<file path="src/rtl/eval_pkg.sv">
// eval_pkg: shared widths, ROM contents and lookup helper for eval_pipeline.
package eval_pkg;

   localparam int unsigned DATA_W_DEF = 8;
   localparam int unsigned ADDR_W_DEF = 4;
   localparam int unsigned ROM_N      = 7;

   localparam logic [7:0] ROM_VALS [ROM_N] = '{8'd57, 8'd61, 8'd22, 8'd98, 8'd121, 8'd17, 8'd13};
   localparam logic [7:0] ROM_FILL = 8'd3;

   // Table value for the first ROM_N addresses, fill value everywhere else.
   function automatic logic [7:0] rom_lookup(input int unsigned addr);
      logic [7:0] val;
      val = ROM_FILL;
      for (int unsigned i = 0; i < ROM_N; i++) begin
         if (addr == i) val = ROM_VALS[3'(i)];
      end
      return val;
   endfunction

endpackage

</file>
<file path="src/rtl/eval_rom.sv">
// eval_rom: registered-read constant ROM, depth 2^ADDR_W, zero-extended to DATA_W.
module eval_rom
   import eval_pkg::*;
#(
   parameter int unsigned DATA_W = DATA_W_DEF,
   parameter int unsigned ADDR_W = ADDR_W_DEF
) (
   input  logic              clk,
   input  logic              rst,
   input  logic              load,
   input  logic [ADDR_W-1:0] addr,
   output logic [DATA_W-1:0] data
);

   // Read register; holds its value when load is low.
   always_ff @(posedge clk) begin
      if (rst) begin
         data <= '0;
      end else if (load) begin
         data <= DATA_W'(rom_lookup(32'(addr)));
      end
   end

endmodule

</file>
<file path="src/rtl/eval_pipeline.sv">
// eval_pipeline: three-stage valid/ready pipeline computing
//   result = (kernel_enable ? rom[data_in1] : 0) + ~data_in2 + data_in1  (mod 2^DATA_W).
// Optional macro EVAL_GATE_EN: stage data registers load only for valid items
// (and the ROM read only when kernel_enable=1), so result holds across bubbles.
module eval_pipeline
   import eval_pkg::*;
#(
   parameter int unsigned DATA_W = DATA_W_DEF,
   parameter int unsigned ADDR_W = ADDR_W_DEF
) (
   input  logic              clk,
   input  logic              rst,
   input  logic              in_valid,
   output logic              in_ready,
   input  logic [DATA_W-1:0] data_in1,
   input  logic [DATA_W-1:0] data_in2,
   input  logic              kernel_enable,
   output logic              out_valid,
   input  logic              out_ready,
   output logic [DATA_W-1:0] result
);

   logic              advance;
   logic              ld1;
   logic              ld2;
   logic              ld3;
   logic              rom_ld;

   logic              v1;
   logic [DATA_W-1:0] a1;
   logic [DATA_W-1:0] f1;
   logic              k1;
   logic [DATA_W-1:0] r1;

   logic              v2;
   logic [DATA_W-1:0] s2;
   logic              k2;
   logic [DATA_W-1:0] r2;

   // Whole pipeline moves together; it only stalls when a held result is refused.
   assign advance  = out_ready | ~out_valid;
   assign in_ready = advance;

`ifdef EVAL_GATE_EN
   // Data registers load only when a valid item enters the stage.
   assign ld1    = advance & in_valid;
   assign ld2    = advance & v1;
   assign ld3    = advance & v2;
   assign rom_ld = ld1 & kernel_enable;
`else
   // Data registers follow every advance, bubbles included.
   assign ld1    = advance;
   assign ld2    = advance;
   assign ld3    = advance;
   assign rom_ld = advance;
`endif

   // Valid bits shift on advance and freeze while stalled.
   always_ff @(posedge clk) begin
      if (rst) begin
         v1        <= 1'b0;
         v2        <= 1'b0;
         out_valid <= 1'b0;
      end else if (advance) begin
         v1        <= in_valid;
         v2        <= v1;
         out_valid <= v2;
      end
   end

   // S1 ROM term is registered inside the ROM itself.
   eval_rom #(
      .DATA_W (DATA_W),
      .ADDR_W (ADDR_W)
   ) u_rom (
      .clk  (clk),
      .rst  (rst),
      .load (rom_ld),
      .addr (data_in1[ADDR_W-1:0]),
      .data (r1)
   );

   // S1: capture addend, inverted operand and kernel select.
   always_ff @(posedge clk) begin
      if (rst) begin
         a1 <= '0;
         f1 <= '0;
         k1 <= 1'b0;
      end else if (ld1) begin
         a1 <= data_in1;
         f1 <= ~data_in2;
         k1 <= kernel_enable;
      end
   end

   // S2: partial sum and forwarding of the ROM term.
   always_ff @(posedge clk) begin
      if (rst) begin
         s2 <= '0;
         k2 <= 1'b0;
         r2 <= '0;
      end else if (ld2) begin
         s2 <= a1 + f1;
         k2 <= k1;
         r2 <= r1;
      end
   end

   // S3: optional ROM add into the output register.
   always_ff @(posedge clk) begin
      if (rst) begin
         result <= '0;
      end else if (ld3) begin
         result <= k2 ? (s2 + r2) : s2;
      end
   end

endmodule
</file>
<file path="config.mk">
export PLATFORM = sky130hd
export DESIGN_NAME = eval_pipeline
export DESIGN_NICKNAME = d
export VERILOG_FILES = /design/src/rtl/eval_pkg.sv /design/src/rtl/eval_rom.sv /design/src/rtl/eval_pipeline.sv
export SDC_FILE = /design/constraint.sdc
export NUM_CORES = 1
export LEC_CHECK = 0
export ABC_AREA = 1
export CAP_MARGIN = 10
export CORE_ASPECT_RATIO = 0.9
export CORE_MARGIN = 3
export CORE_UTILIZATION = 56
export CTS_CLUSTER_DIAMETER = 200
export DETAILED_ROUTE_END_ITERATION = 10
export PLACE_DENSITY = 0.8
export SYNTH_ARGS = -nofsm -noshare
export SYNTH_HDL_FRONTEND = slang
export SYNTH_SLANG_ARGS = --single-unit
export TNS_END_PERCENT = 20
</file>
<file path="constraint.sdc">
create_clock -name clk -period 2.2 [get_ports clk]
set_input_delay 0.22 -clock clk [delete_from_list [all_inputs] [get_ports clk]]
set_output_delay 0.22 -clock clk [all_outputs]
set_load 0.01 [all_outputs]
</file>
==> out/results.tsv <==
stage	metric	value	unit
run_status	status	finished clean	
place	port bufs	30	
timing	Final Max Slew Viols	0	
logic_synthesis	Synth Area in XOR/XNOR	0.01332	
pwr	VDD IR max	0.0004497	V
logic_synthesis	YS warnings	0	
clock_network	maximum buffer depth of the clock tree	2	
detailed_routing	Remaining DRCs	0	
place	area post-placement	2945	sq um
timing	RSZ-0062 raised after global routing	false	
clock_network	htree depth	2	
detailed_routing	DR pass1 iterations	4	
logic_synthesis	Synth area leaders	dfxtp_1, nand2_1, inv_1, o21ai_0, ha_1	
setup_path	Req. time, crit path	1.98	ns
final_layout	final instance area	3049	sq um
final_layout	Antenna Cells	0	
global_routing	GRT Residual Overflow	0	
clock_network	cts repair resizes	0	
logic_synthesis	simple-gate share of the synthesized area	0.2383	
clock_network	CTS root buf	clkbuf_8	
pwr	Leak Pwr	1.534	nW
final_layout	NumNets Final	431	
timing	Fmax	557.4	MHz
detailed_routing	Vias/cell	5.096	
logic_synthesis	asr flop ratio synth	0	
detailed_routing	wire per inst	11.68	um
timing	setup TNS	0	ns
global_routing	antenna violations before repair	0	
die	# rows	23	
die	Die Area	5556	sq um
detailed_routing	post-route ant nets	0	
logic_synthesis	Post-Synth Adder-Cell Area	0.08183	
logic_synthesis	most frequent cell after synthesis	nand2_1	
logic_synthesis	Seq cells post-synth	51	
die	Initial Util	0.5858	
logic_synthesis	Mean Syn Cell Area	7.127	sq um
clock_network	CTS tree	yes	
clock_network	clk sinks	51	
detailed_routing	WL final	5336	um
timing	Worst slew margin	0.7371	
logic_synthesis	post-synth cell types	31	
final_layout	Non-Filler Instances	457	
die	CORE AREA	4489	sq um
global_routing	Total GRT Usage	0.2133	
global_routing	number of global-route vias before repair	2214	
final_layout	area grow syn2layout	15.94	%
timing	final worst path period need	1.794	ns
timing	Clock Skews	0.009105	ns
place	placed cells	449	
setup_path	Data arrival, critical path	1.57	ns
final_layout	Final Util	0.6792	
place	dpl hpwl	3915	um
global_routing	first-pass GRT wire length	9542	um
flow_run	maxcap violations	0	
global_routing	largest net degree at the start of global routing	48	
logic_synthesis	count of flip-flops with a built-in enable after synthesis	0	
detailed_routing	Vias	2329	
logic_synthesis	post-synthesis sequential area ratio	0.3882	
logic_synthesis	top cell type's share of synthesized area	0.3882	
clock_network	clk slew on worst S/H paths	0.08	ns
hold_path	Worst Hold Class	in -> reg	
logic_synthesis	Compound-Gate Fraction of Synth Area	0.1560	
clock_network	hold buffers post-CTS	0	
final_layout	layout cell share with drive strength beyond 1	0.04557	
die	die width	78.24	um
die	Top-Level Pins	31	
place	Routability Congestion	0.8578	
die	Die Y	71.02	um
logic_synthesis	Post-synth top cells	nand2_1, inv_1, dfxtp_1	
setup_path	Setup CP Type	in -> out	
logic_synthesis	largest area contributor in the netlist	dfxtp_1	
detailed_routing	first-iteration detailed-routing DRC count	160	
logic_synthesis	main combinational cell family by area after synthesis	simple AND/OR/NAND/NOR gates	
clock_network	post-CTS setup buffers	0	
clock_network	Inserted Clock Buffers	5	
logic_synthesis	multiplexer share of the synthesized area	0	
clock_network	Skew-Pair Late Insertion Delay	0.31	ns
pwr	PwrDens	654.1	nW/um^2
setup_path	CP max FO	27	
logic_synthesis	Post-Syn Instances	369	
timing	Finish-stage setup viols	0	
setup_path	Crit. End Element	primary output	
logic_synthesis	Mapped Area	2630	sq um
logic_synthesis	Top FF cell, synth	dfxtp_1	
timing	final hold vios	0	
timing	Tcrit/Tclk final	0.8155	
setup_path	crit path launch type	input port	
logic_synthesis	Syn Nets	406	
timing	worst slew pin tran	0.3938	ns
[power breakdown]
part,total (mW),switching [mW],internal (mW)
registers,1.04,0.0453,0.992
clock network,0.597,0.311,0.286
logic,0.360,0.194,0.166
total,1.99,0.550,1.44
[layer usage]
metal / GRT usage / wire length [um] / up-vias
met5: 0 / 0 / -
met4: 0.07573 / 77 / 0
met3: 0.04198 / 169 / 10
met2: 0.3584 / 2478 / 36
met1: 0.2741 / 2610 / 1048
li1: - / - / 1235
[worst paths after layout]
| path | from | endpoint | slack [ns] | cells after the start |
|---|---|---|---|---|
| setup reg to reg | s2[0]$_SDFFE_PP0P_ | result[4]$_SDFFE_PP0P_ | 0.52 | 11 |
| hold / removal | data_in2[0] | f1[0]$_SDFFE_PP0P_ | 0.45 | 2 |
| setup / recovery | out_ready | in_ready | 0.41 | 4 |
| hold reg to reg | u_rom.data[2]$_SDFFE_PP0P_ | u_rom.data[2]$_SDFFE_PP0P_ | 0.47 | 2 |
[registers in the layout (all words and copies together), names as in the netlist]
name / flops
result: 8
k1: 1
v1: 1
u_rom.data: 7
k2: 1
a1: 8
out_valid: 1
f1: 8
v2: 1
r2: 7
s2: 8
[placed cells by master, fill, tap and decap left out, types with 4 or more instances in the layout]
master | netlist | layout
ha_1 | 14 | 14
or2_1 | 4 | 4
dfxtp_1 | 51 | 51
nor2_1 | 42 | 42
o21ai_1 | 6 | 6
clkbuf_8 | 0 | 7
nand3_1 | 31 | 31
clkdlybuf4s50_1 | 0 | 30
nand2_1 | 63 | 63
inv_1 | 54 | 54
o21ai_0 | 38 | 38
a21oi_1 | 26 | 26
[area by class of cell]
cell class,count,area (sq um)
clock buffers,7,96.34
clock inverters,1,7.507
fillers,409,1440
inverters,57,216.5
multi-input cells,245,1287
flip-flops and latches,51,1021
well taps,62,77.57
repair buffers,34,342.8
[cells by family after synthesis]
kind of cell	after synthesis
compound gates	78
xor+xnor	4
fa+ha+maj	16
buf+inv	73
flops	51
simple gates	147
[worst max-delay path: stages]
cell and delay, ns:
clkdlybuf4s50_1 0.50, nor2_4 0.06, inv_4 0.20, clkdlybuf4s50_1 0.59
[stage by stage]
stage | hold slack, ns | total power, mW | setup slack, ns
6_report | 0.4512 | 1.994 | 0.4058
5_1_grt | 0.4493 | 2.114 | 0.2680
4_1_cts | 0.4472 | 2.013 | 0.4026
3_5_place_dp | 0.4536 | 1.419 | 0.3958
3_3_place_gp | 0.4443 | 1.404 | 0.4010
2_1_floorplan | 0.2891 | 1.292 | 0.6956
No activity file was read; power rests on OpenSTA's default activity.
